## config.mk

```make
export PLATFORM = sky130hd
export DESIGN_NAME = lab3_sweep_ctrl
export DESIGN_NICKNAME = d
export VERILOG_FILES = /design/src/rtl/lab3_sweep_ctrl.sv
export SDC_FILE = /design/constraint.sdc
export NUM_CORES = 1
export LEC_CHECK = 0
export BUFFER_PORTS_ARGS = -buffer_cell sky130_fd_sc_hd__buf_2
export CAP_MARGIN = 15
export CORE_ASPECT_RATIO = 1.2
export CORE_MARGIN = 2
export CORE_UTILIZATION = 45
export DETAILED_ROUTE_END_ITERATION = 7
export GPL_ROUTABILITY_DRIVEN = 1
export PLACE_DENSITY = 0.66
export SLEW_MARGIN = 20
export SYNTH_ARGS = -nofsm -noshare
export SYNTH_HDL_FRONTEND = slang
export SYNTH_SLANG_ARGS = --single-unit
```

## constraint.sdc

```tcl
create_clock -name clk -period 1.8 [get_ports clk]
set_input_delay 0 -clock clk [delete_from_list [all_inputs] [get_ports clk]]
set_output_delay 0 -clock clk [all_outputs]
set_load 0.02 [all_outputs]
```

## src/rtl/lab3_sweep_ctrl.sv

```systemverilog
// -----------------------------------------------------------------------------
// lab3_sweep_ctrl
//   Self-test sequencer for the 3-input / 2-output lab circuit. On a start
//   rising edge it walks {a,b,c} through 0..7 (a = MSB), holds each vector
//   for SETTLE_CYCLES clocks, samples x/y for one cycle, stores the samples
//   and compares them against the golden truth tables GOLD_X / GOLD_Y.
//
//   Build option: define SWEEP_LOOP_EN to repeat sweeps back-to-back while
//   start is held high (checked in the FINISH cycle). Without it, each start
//   rising edge runs exactly one sweep.
//
// Ports
//   clk         in   system clock
//   rst         in   synchronous active-high reset
//   start       in   sweep request (rising edge detected internally)
//   dut_a/b/c   out  circuit inputs, {a,b,c} = current vector index
//   dut_x/y     in   circuit outputs (same clock domain, combinational)
//   busy        out  sweep in progress
//   done        out  one-cycle pulse at end of each sweep
//   pass        out  last completed sweep matched golden tables
//   res_x/res_y out  captured x/y, bit i = vector i
//   fail_cnt    out  number of mismatching vectors (0..8)
//   first_fail  out  lowest mismatching vector index (0 if none)
// -----------------------------------------------------------------------------
module lab3_sweep_ctrl #(
  parameter int         SETTLE_CYCLES = 2,
  parameter logic [7:0] GOLD_X        = 8'hA9,
  parameter logic [7:0] GOLD_Y        = 8'hC0
) (
  input  logic       clk,
  input  logic       rst,
  input  logic       start,
  output logic       dut_a,
  output logic       dut_b,
  output logic       dut_c,
  input  logic       dut_x,
  input  logic       dut_y,
  output logic       busy,
  output logic       done,
  output logic       pass,
  output logic [7:0] res_x,
  output logic [7:0] res_y,
  output logic [3:0] fail_cnt,
  output logic [2:0] first_fail
);

  typedef enum logic [1:0] {S_IDLE, S_DRIVE, S_SAMPLE, S_FINISH} state_t;

  localparam logic [7:0] SETTLE_LAST = 8'(SETTLE_CYCLES - 1);

  state_t     state_q;
  logic [2:0] idx_q;
  logic [7:0] cnt_q;
  logic       start_q;
  logic [2:0] abc_q;
  logic       busy_q;
  logic       done_q;
  logic       pass_q;
  logic [7:0] res_x_q;
  logic [7:0] res_y_q;
  logic [3:0] fail_cnt_q;
  logic [2:0] first_fail_q;

  logic       start_rise;
  logic       mism;
  logic [3:0] fail_cnt_d;

  // The mismatch and the incremented count are formed combinationally so that
  // pass can be registered from the final count on the same edge that enters
  // FINISH, making it valid together with the done pulse.
  always_comb begin
    start_rise = start & ~start_q;
    mism       = (dut_x != GOLD_X[idx_q]) || (dut_y != GOLD_Y[idx_q]);
    fail_cnt_d = fail_cnt_q + {3'b000, mism};
  end

  always_ff @(posedge clk) begin
    if (rst) begin
      state_q      <= S_IDLE;
      idx_q        <= 3'd0;
      cnt_q        <= 8'd0;
      start_q      <= 1'b0;
      abc_q        <= 3'd0;
      busy_q       <= 1'b0;
      done_q       <= 1'b0;
      pass_q       <= 1'b0;
      res_x_q      <= 8'h00;
      res_y_q      <= 8'h00;
      fail_cnt_q   <= 4'd0;
      first_fail_q <= 3'd0;
    end else begin
      start_q <= start;
      done_q  <= 1'b0;
      case (state_q)
        S_IDLE: begin
          if (start_rise) begin
            state_q      <= S_DRIVE;
            idx_q        <= 3'd0;
            cnt_q        <= 8'd0;
            abc_q        <= 3'd0;
            busy_q       <= 1'b1;
            fail_cnt_q   <= 4'd0;
            first_fail_q <= 3'd0;
          end
        end
        S_DRIVE: begin
          if (cnt_q == SETTLE_LAST) begin
            cnt_q   <= 8'd0;
            state_q <= S_SAMPLE;
          end else begin
            cnt_q <= cnt_q + 8'd1;
          end
        end
        S_SAMPLE: begin
          res_x_q[idx_q] <= dut_x;
          res_y_q[idx_q] <= dut_y;
          if (mism) begin
            fail_cnt_q <= fail_cnt_d;
            if (fail_cnt_q == 4'd0) first_fail_q <= idx_q;
          end
          if (idx_q == 3'd7) begin
            state_q <= S_FINISH;
            done_q  <= 1'b1;
            pass_q  <= (fail_cnt_d == 4'd0);
`ifndef SWEEP_LOOP_EN
            busy_q  <= 1'b0;
`endif
          end else begin
            idx_q   <= idx_q + 3'd1;
            abc_q   <= idx_q + 3'd1;
            state_q <= S_DRIVE;
          end
        end
        S_FINISH: begin
`ifdef SWEEP_LOOP_EN
          // Start level (not edge) keeps the sweep running back-to-back;
          // busy only drops on the way back to IDLE.
          if (start) begin
            state_q      <= S_DRIVE;
            idx_q        <= 3'd0;
            cnt_q        <= 8'd0;
            abc_q        <= 3'd0;
            fail_cnt_q   <= 4'd0;
            first_fail_q <= 3'd0;
          end else begin
            state_q <= S_IDLE;
            busy_q  <= 1'b0;
          end
`else
          state_q <= S_IDLE;
`endif
        end
        default: state_q <= S_IDLE;
      endcase
    end
  end

  assign dut_a      = abc_q[2];
  assign dut_b      = abc_q[1];
  assign dut_c      = abc_q[0];
  assign busy       = busy_q;
  assign done       = done_q;
  assign pass       = pass_q;
  assign res_x      = res_x_q;
  assign res_y      = res_y_q;
  assign fail_cnt   = fail_cnt_q;
  assign first_fail = first_fail_q;

endmodule
```

==> impl_results.md, run 1 <==
* Number of global-route vias before repair at 1598
* Synth area leaders: dfxtp_1 40%, mux2i_1 8.5%, nor2_1 4.4%, a21oi_1 4.0%, ha_1 3.5%
* Final Hold Viols at 0
* Crit-path slowest cell: dfxtp_2
* Share of the synthesized area in the top cell type at 39.7%
* Cell mode on critical path: xor2_1
* Root buffer cell: clkbuf_8
* Worst path cell trace: xor2_1 > nor2_1 > inv_1 > ha_2 > ha_4 > xor2_1 > nor3_1 > nand4_1 > a21oi_1
* DR iter-0 viols at 58
* Worst path bufs/invs at 1
* Clk sinks at 42
* Post-synth EDFFs at 0
* CTS tree: yes
* Synth Flop Type: dfxtp_1
* Slew HR at 57.0%
* Fin. max-slew vios at 0
* Fin util at 53.8%
* Crit path kind: register to register
* Setup Skew at 0.00644 ns
* Maximum vdd drop at 316 uV
* GPL Wtd Cong at 0.753
* Post-Place Cells at 307
* Fraction of registers with async set/reset at 0%
* Drt total wl at 4.25 mm
* Commonest cells post-synth: 42 x dfxtp_1, 25 x nor2_1, 18 x mux2i_1
* Max cap viols at 0
* Hold Crit Class: input port to register
* Crit-path leading delay family: simple AND/OR/NAND/NOR gates
* HPWL after DPL at 3.01 mm
* 1st-pass router iterations at 4
* CTS Buf Count at 5
* Vias/cell at 5.26
* Leakage at 1.04 nW
* RSZ-0062 raised after global routing: no
* Worst Path Max Fanout at 2
* Die Ht at 79.1 um
* Initial Utilization at 46.4%
* Die ar. at 5270 um^2
* Gr usage total at 18.0%
* CP endpoint kind: register
* Post-Syn Area at 2120 um^2
* Worst Path Arrival at 1.93 ns
* Layout Cells excl Fill at 317
* Nets at 269
* Max Clk Rate at 590 MHz
* Syn Area/Cell at 9.49 um^2
* Final worst slack at 0.106 ns
* Bufs on Longest Clock Path at 2
* Post-place setup slack at 0.105 ns
* Crit path time final at 1.69 ns
* Die X at 66.6 um
* Largest net degree at the start of global routing at 24
* Syn Nets at 234
* Post-synthesis sequential area ratio at 39.7%
* Yosys warning count at 0
* Worst stage delay on the critical path at 0.32 ns
* Final number of setup-violating endpoints at 0
* IO buf count at 33
* Reg area at 842 um^2
* Worst-skew pair later-pin latency at 0.29 ns
* Worst-Margin Slew at 0.644 ns
* Core Region at 4560 um^2
* Via count at 1669
* Initial antenna violation count at 0
* Fin crit share at 94.1%
* Worst Setup Start Kind: register
* DR WL/cell at 13.4 um
* Std cell rows at 27
* Power Dens Cells at 741 nW/um^2
* Synth area leader: dfxtp_1
* Number of fill cells in the layout at 447
* First-pass GRT wire length at 7.35 mm
* Req. time, crit path at 2.03 ns
* Count leader, synth: dfxtp_1
* Drc violations at 0
* Setup TNS at 0 ns
* Post-synth cell types at 46
* Post-synthesis register bit count at 42
* Ports at 34
* Final ANT Viol Nets at 0
* CTS H-tree lvls at 2
* CTS clk-pin slew, worst paths at 0.08 ns
* Area growth syn-to-layout at 15.8%
* Status: finished clean
* Gr ovfl total at 0
* # diodes at 0
* Multi-input combinational cell area at 1180 um^2
* Mapped Cells at 223
* Layout cells sized above 1 at 26.3%
placed cells by master (no fill, tap or decap), drive strengths merged, types with 6 or more instances in the layout:
master	instances
o21ai	6
clkbuf	7
nand3b	7
nor3b	7
a21oi	18
dfxtp	42
ha	6
nor2b	8
nor3	6
nand3	9
buf	42
mux2i	18
nor2	25
nand2	12
routing by layer:
metal | vias up | share of wire [%] | track usage [%]
met2 | 28 | 48 | 30.4
met3 | 7 | 3.6 | 3.82
met1 | 777 | 46 | 22.0
met4 | 0 | 1.7 | 6.73
li1 | 857 | - | -
met5 | - | 0 | 0
report_power, final:
| group | total [mW] | internal, mW | switching (mW) |
|---|---|---|---|
| clock | 0.619 | 0.309 | 0.310 |
| combinational | 0.220 | 0.0927 | 0.128 |
| sequential | 0.978 | 0.948 | 0.0302 |
repair_timing:
action / in CTS / in global routing
endpoints found under the setup margin: 0 / 1
gates resized for setup: 0 / 5
setup buffers: 0 / 1
hold buffers: 1 / 0
endpoints found under the hold margin: 1 / 0
layout make-up:
type / instances / area share (%)
Sequential cell: 42 / 34.3
Inverter: 5 / 0.765
Clock buffer: 7 / 3.52
Timing Repair Buffer: 43 / 9.90
Tap cell: 58 / 2.96
Multi-Input combinational cell: 161 / 48.3
Clock inverter: 1 / 0.204
path summary, 6_finish.rpt:
kind,slack [ns],depth (start not counted),startpoint,end
max reg2reg,0.11,9,register,pass
min reg2reg,0.46,2,res_y[0],res_y[0]
max,0.11,9,register,pass
min,0.05,3,dut_x,res_x[7]
tightest hold or removal path, delay by kind of cell:
| family | cells | cell delay (ns) |
|---|---|---|
| buf+inv | 1 | 0.17 |
| compound gates | 1 | 0.05 |
| simple gates | 1 | 0.07 |
registers in the layout, indices dropped and copies added, names as in the netlist, named ones only:
signal and cells:
abc_q 3, busy 1, cnt_q 8, done 1, fail_cnt 4, first_fail 3
pass 1, res_x 8, res_y 8, start_q 1, state_q 2
cell families after synthesis:
group,Yosys count,share of synthesized area [%]
AND/OR/NAND/NOR,94,28.7
buffers and inverters,20,5.38
flip-flops,42,39.7
AO/OA/AOI/OAI,39,12.5
XOR/XNOR,4,1.65
multiplexers,18,8.51
adder cells (fa/ha/maj),6,3.55
stage by stage:
stage	hold WS (ns)	area [um^2]	power, mW
floorplan	0.128	2120	1.17
global placement	0.247	2320	1.21
detailed placement	0.262	2320	1.22
CTS	0.0399	2420	1.84
global route	0.0675	2450	1.92
finish	0.0467	2450	1.82
Power figures use the tool's default switching activity.
==> inputs of run 2 (changes only) <==
--- a/config.mk
+++ b/config.mk
@@ -7,12 +7,13 @@
 export LEC_CHECK = 0
 export BUFFER_PORTS_ARGS = -buffer_cell sky130_fd_sc_hd__buf_2
 export CAP_MARGIN = 15
+export CELL_PAD_IN_SITES_DETAIL_PLACEMENT = 0
+export CELL_PAD_IN_SITES_GLOBAL_PLACEMENT = 1
 export CORE_ASPECT_RATIO = 1.2
-export CORE_MARGIN = 2
-export CORE_UTILIZATION = 45
+export CORE_UTILIZATION = 43
 export DETAILED_ROUTE_END_ITERATION = 7
 export GPL_ROUTABILITY_DRIVEN = 1
-export PLACE_DENSITY = 0.66
+export PLACE_DENSITY_LB_ADDON = 0.1
 export SLEW_MARGIN = 20
 export SYNTH_ARGS = -nofsm -noshare
 export SYNTH_HDL_FRONTEND = slang
==> run 2 against run 1 <==
Net effect: first-iteration DRC count is 14% lower; final cell count is 0.32% higher; clock skew barely moved; sequential share of layout area shrank 0.89 points; register-to-register slack about the same; highest routed layer unchanged.
==> impl_results.md, run 2 (same netlist as run 1, synthesis figures left out) <==
* Status: finished clean
* Setup Skew at 0.00635 ns (-0.0000926 ns)
* Worst-skew pair later-pin latency at 0.29 ns (about the same)
* Worst Path Arrival at 1.95 ns (+0.02 ns)
* Via count at 1680 (+0.66%)
* GPL Wtd Cong at 0.751 (-0.29%)
* Max Clk Rate at 586 MHz (-0.73%)
* Vias/cell at 5.28 (+0.34%)
* Power Dens Cells at 779 nW/um^2 (+5.1%)
* Fin util at 54.0% (+0.23 points)
* Largest net degree at the start of global routing at 32 (+33%)
* Max cap viols at 0 (unchanged)
* Crit path kind: register to register
* Slew HR at 58.2% (+1.2 points)
* Ports at 34 (unchanged)
* CP endpoint kind: register
* Drc violations at 0 (unchanged)
* CTS tree: yes
* Core Region at 4660 um^2 (+2.2%)
* Req. time, crit path at 2.04 ns (about the same)
* Initial antenna violation count at 0 (unchanged)
* Die Ht at 78.9 um (-0.35%)
* Drt total wl at 4.42 mm (+4.1%)
* Gr ovfl total at 0 (unchanged)
* Worst-Margin Slew at 0.626 ns (-0.0177 ns)
* IO buf count at 33 (unchanged)
* Fin. max-slew vios at 0 (unchanged)
* Layout Cells excl Fill at 318 (+0.32%)
* Initial Utilization at 45.4% (-1.0 points)
* Crit path time final at 1.71 ns (+0.0125 ns)
* Leakage at 1.05 nW (+1.1%)
* Die ar. at 5210 um^2 (-1.2%)
* Final ANT Viol Nets at 0 (unchanged)
* Maximum vdd drop at 381 uV (+21%)
* Bufs on Longest Clock Path at 2 (unchanged)
* Worst stage delay on the critical path at 0.33 ns (about the same)
* Number of global-route vias before repair at 1591 (-0.44%)
* 1st-pass router iterations at 4 (unchanged)
* DR WL/cell at 13.9 um (+3.8%)
* Layout cells sized above 1 at 27.7% (+1.4 points)
* Crit-path leading delay family: simple AND/OR/NAND/NOR gates
* Nets at 270 (+0.37%)
* Worst path cell trace: xor2_2 > nor2_2 > inv_1 > ha_4 > ha_4 > xor2_2 > nor3_2 > nand4_1 > a21oi_2
* Worst Path Max Fanout at 2 (unchanged)
* CTS H-tree lvls at 2 (unchanged)
* First-pass GRT wire length at 7.53 mm (+2.4%)
* Worst Setup Start Kind: register
* Std cell rows at 27 (unchanged)
* Worst path bufs/invs at 1 (unchanged)
* Post-Place Cells at 307 (unchanged)
* HPWL after DPL at 3.11 mm (+3.3%)
* Final number of setup-violating endpoints at 0 (unchanged)
* Area growth syn-to-layout at 18.9%
* Commonest cells after routing, fill and taps aside: 41 x dfxtp_1, 33 x buf_2, 24 x nor2_1
* Clk sinks at 42 (unchanged)
* # diodes at 0 (unchanged)
* Final Hold Viols at 0 (unchanged)
* Commonest non-fill, non-tap cell in the layout: dfxtp_1
* Root buffer cell: clkbuf_8
* Hold Crit Class: input port to register
* DR iter-0 viols at 50 (-14%)
* CTS Buf Count at 5 (unchanged)
* Crit-path slowest cell: dfxtp_2
* CTS clk-pin slew, worst paths at 0.08 ns (about the same)
* Gr usage total at 18.9% (+0.95 points)
* Die X at 66.1 um (-0.85%)
* Fin crit share at 94.8% (+0.69 points)
[run 2: changes by cell type in the layout (fill, tap and decap cells not counted), sizes merged]
cell         change
clkinv           -1
clkbuf           -1
bufinv           +1
clkinvlp         +1
dlygate4sd3      +1
[run 2: path summary, 6_finish.rpt]
path / startpoint / end / slack (ns) / cells after the start
max: register / pass / 0.09 / 9
min reg2reg: res_y[0] / res_y[0] / 0.46 / 2
max reg2reg: register / pass / 0.09 / 9
min: dut_y / res_y[7] / 0.03 / 3
[run 2: repair_timing]
item,4_1_cts,5_1_grt
endpoints found under the hold margin,2,0
buffers inserted,0,1
setup endpoints to repair,0,3
hold buffers,2,0
resized for setup,0,11
[run 2: report_power, final]
| part | switching (mW) | leakage [nW] | internal (mW) |
|---|---|---|---|
| clock network | 0.333 | 0.0514 | 0.414 |
| logic | 0.135 | 0.661 | 0.103 |
| registers | 0.0287 | 0.339 | 0.948 |
[run 2: layer usage]
| layer | track usage, % | up-vias | routed length, um |
|---|---|---|---|
| met3 | 4.74 | 7 | 125 |
| met2 | 32.0 | 32 | 2190 |
| met5 | 0 | - | 0 |
| li1 | - | 854 | - |
| met4 | 5.74 | 0 | 69 |
| met1 | 23.2 | 787 | 2040 |
[run 2: final cells by class]
| class | count | area (um^2) |
|---|---|---|
| clock buffer | 6 | 72.6 |
| clock inverter | 2 | 37.5 |
| fill | 456 | 2140 |
| inverter | 5 | 18.8 |
| multi-input combinational | 161 | 1220 |
| sequential | 42 | 842 |
| tap | 58 | 72.6 |
| timing repair buffer | 44 | 253 |
[run 2: worst reg2reg max path, stage by stage, from the launching register on]
cell,delay [ns]
dfxtp_2,0.33
xor2_2,0.16
nor2_2,0.14
inv_1,0.09
ha_4,0.18
ha_4,0.16
xor2_2,0.15
nor3_2,0.18
nand4_1,0.12
a21oi_2,0.14
[run 2: metrics by stage]
step	cell area [um^2]	setup WS (ns)	total power [mW]	hold slack [ns]	TNS (ns)
after CTS	2450	0.0810	1.98	0.0315	0
after global placement	2320	0.157	1.22	0.246	0
after floorplan	2120	0.0409	1.17	0.128	0
final	2520	0.0932	1.96	0.0330	0
after global routing	2520	-0.0447	2.07	0.0519	-0.0447
after detailed placement	2320	0.0959	1.22	0.252	0
==> inputs of run 3 (changes only) <==
--- a/config.mk
+++ b/config.mk
@@ -13,7 +13,7 @@
 export CORE_UTILIZATION = 43
 export DETAILED_ROUTE_END_ITERATION = 7
 export GPL_ROUTABILITY_DRIVEN = 1
-export PLACE_DENSITY_LB_ADDON = 0.1
+export PLACE_DENSITY = 0.75
 export SLEW_MARGIN = 20
 export SYNTH_ARGS = -nofsm -noshare
 export SYNTH_HDL_FRONTEND = slang
==> run 3 against run 2 <==
Net effect: die area did not move; design area fell by 0.50%; critical path depth did not move; highest routed layer unchanged; sequential share of layout area rose by 0.17 points; largest cell class unchanged; clock skew fell by 0.0014 ns; global-route usage fell by 0.65 points.
==> impl_results.md, run 3 (same netlist as run 1, synthesis figures left out) <==
* Internal power at 1.36 mW (-7.0%)
* Crit path kind: register to register
* Layout cells sized above 1 at 28.1% (+0.44 points)
* Maximum vdd drop at 411 uV (+7.9%)
* CTS clk-pin slew, worst paths at 0.08 ns (about the same)
* RSZ-0062 raised after global routing: yes
* Clk sinks at 42 (unchanged)
* Reg2reg path depth at 9 (unchanged)
* Final Hold Viols at 0 (unchanged)
* Initial Utilization at 45.4% (unchanged)
* HPWL after DPL at 3.20 mm (+2.7%)
* CP endpoint kind: register
* Fin crit share at 98.2% (+3.4 points)
* Req. time, crit path at 2.02 ns (-0.02 ns)
* DR iter-0 viols at 36 (-28%)
* Final number of setup-violating endpoints at 0 (unchanged)
* Commonest non-fill, non-tap cell in the layout: dfxtp_1
* NetSw at 0.481 mW (-3.0%)
* Worst Path Arrival at 1.99 ns (+0.04 ns)
* Die ar. at 5210 um^2 (unchanged)
* Crit-path leading delay family: simple AND/OR/NAND/NOR gates
* Switching share of power at 26.1% (+0.80 points)
* Bufs on Longest Clock Path at 2 (unchanged)
* Crit path time final at 1.77 ns (+0.0608 ns)
* Fin. max-slew vios at 0 (unchanged)
* Power Dens Cells at 736 nW/um^2 (-5.5%)
* Design area at 2500 um^2 (-0.50%)
* Clock network fraction of design power at 34.0% (-4.1 points)
* Post-Place Cells at 310 (+0.98%)
* Root buffer cell: clkbuf_8
* Core Region at 4660 um^2 (unchanged)
* Setup TNS at 0 ns (unchanged)
* Gr ovfl total at 0 (unchanged)
* Final ANT Viol Nets at 0 (unchanged)
* Slew HR at 55.4% (-2.8 points)
* Die X at 66.1 um (unchanged)
* Leakage at 1.07 nW (+1.5%)
* Final hold slack at 0.0905 ns (+0.0576 ns)
* Number of global-route vias before repair at 1549 (-2.6%)
* First-pass GRT wire length at 7.16 mm (-4.9%)
* CTS Buf Count at 5 (unchanged)
* Commonest cells after routing, fill and taps aside: 41 x dfxtp_1, 33 x buf_2, 25 x nor2_1
* Worst hold stages at 2 (-1)
* Setup Skew at 0.00499 ns (-0.00136 ns)
* Flop-to-flop setup slack at 0.03 ns (-0.06 ns)
* Worst Setup Start Kind: register
* Vias/cell at 5.40 (+2.2%)
* Ports at 34 (unchanged)
* Worst path cell trace: xor2_2 > nor2_1 > inv_1 > ha_4 > ha_4 > xor2_2 > nor3_2 > nand4_1 > a21oi_1
* Worst-Margin Slew at 0.668 ns (+0.0419 ns)
* Status: finished clean
* DR WL/cell at 13.9 um (-0.40%)
* IO buf count at 33 (unchanged)
* Worst stage delay on the critical path at 0.33 ns (about the same)
* # diodes at 0 (unchanged)
* Area growth syn-to-layout at 18.3%
* Layout Cells excl Fill at 321 (+0.94%)
* Hold Crit Class: input port to register
* Crit Reg-Reg Endpoint: pass
* Power after layout at 1.84 mW (-6.0%)
* Worst path bufs/invs at 1 (unchanged)
* Drc violations at 0 (unchanged)
* Die Ht at 78.9 um (unchanged)
* CTS H-tree lvls at 2 (unchanged)
* Worst-skew pair later-pin latency at 0.29 ns (about the same)
* Drt total wl at 4.45 mm (+0.54%)
* Comb pwr share at 12.9% (+0.8 points)
* Max cap viols at 0 (unchanged)
* Area post-placement at 2340 um^2 (+0.97%)
* Reg power frac at 53.1% (+3.3 points)
* CTS tree: yes
* Worst Hold End: cnt_q[1]
* Via count at 1734 (+3.2%)
* Largest net degree at the start of global routing at 22 (-31%)
* Hold Startpoint: rst
* 1st-pass router iterations at 4 (unchanged)
* Gr usage total at 18.3% (-0.65 points)
* Crit-path slowest cell: dfxtp_2
* Nets at 273 (+1.1%)
* Initial antenna violation count at 0 (unchanged)
* GPL Wtd Cong at 0.773 (+2.9%)
* Worst Path Max Fanout at 2 (unchanged)
* Std cell rows at 27 (unchanged)
* Max Clk Rate at 566 MHz (-3.4%)
-- run 3: changes by cell type in the layout (fill, tap and decap cells not counted) --
cell / previous run / this run
buf_4: 9 / 13
a21oi_1: 16 / 17
a21oi_4: 1 / 0
bufinv_16: 1 / 0
clkbuf_8: 5 / 6
clkinv_2: 0 / 1
clkinvlp_4: 1 / 0
dlygate4sd3_1: 2 / 1
nor2_1: 24 / 25
nor2_2: 1 / 0
-- run 3: how the worst max path moves through the flow --
stage / start / depth (start not counted) / to
finish: register / 9 / pass
global route: register / 9 / pass
CTS: register / 9 / pass
detailed placement: register / 9 / pass
global placement: register / 9 / pass
floorplan: abc_q[0] / 6 / register
-- run 3: worst reg2reg max path, delay by kind of cell (launching register included) --
| family | cells | cell delay (ns) |
|---|---|---|
| buffers and inverters | 1 | 0.10 |
| AOI/OAI and AO/OA | 1 | 0.18 |
| DFF | 1 | 0.33 |
| adders and majority gates | 2 | 0.35 |
| and+or+nand+nor | 3 | 0.44 |
| xor gates and xnor gates | 2 | 0.30 |
-- run 3: metrics by stage --
stage	util, %	setup WS, ns
after floorplan	-	0.0409
after global placement	50.2	0.126
after detailed placement	50.2	0.101
after CTS	52.4	0.0567
after global routing	53.7	-0.0609
final	53.7	0.0324
-- run 3: power groups by stage --
stage	clock, mW	sequential (mW)	combinational (mW)
floorplan	0	0.993	0.179
global placement	0	0.998	0.226
detailed placement	0	0.999	0.226
CTS	0.650	0.977	0.228
global route	0.698	0.982	0.261
finish	0.627	0.979	0.239
-- run 3: layout make-up --
cell class / instances / area [um^2]
Inverter: 5 / 18.8
Clock inverter: 1 / 5.00
Fill cell: 475 / 2160
Sequential cell: 42 / 842
Tap cell: 58 / 72.6
Timing Repair Buffer: 47 / 273
Multi-Input combinational cell: 161 / 1210
Clock buffer: 7 / 86.3
-- run 3: routing by layer --
layer / GRT usage (%) / wire (um) / share of wire [%]
met1: 20.8 / 1950 / 44
met2: 31.6 / 2300 / 52
met3: 4.89 / 134 / 3.0
met4: 7.45 / 58 / 1.3
met5: 0 / 0 / 0
-- run 3: timing repair --
item	CTS	global route
gates resized for setup	0	8
hold buffers	1	0
endpoints found under the setup margin	0	1
endpoints found under the hold margin	1	0
buffers inserted	0	2
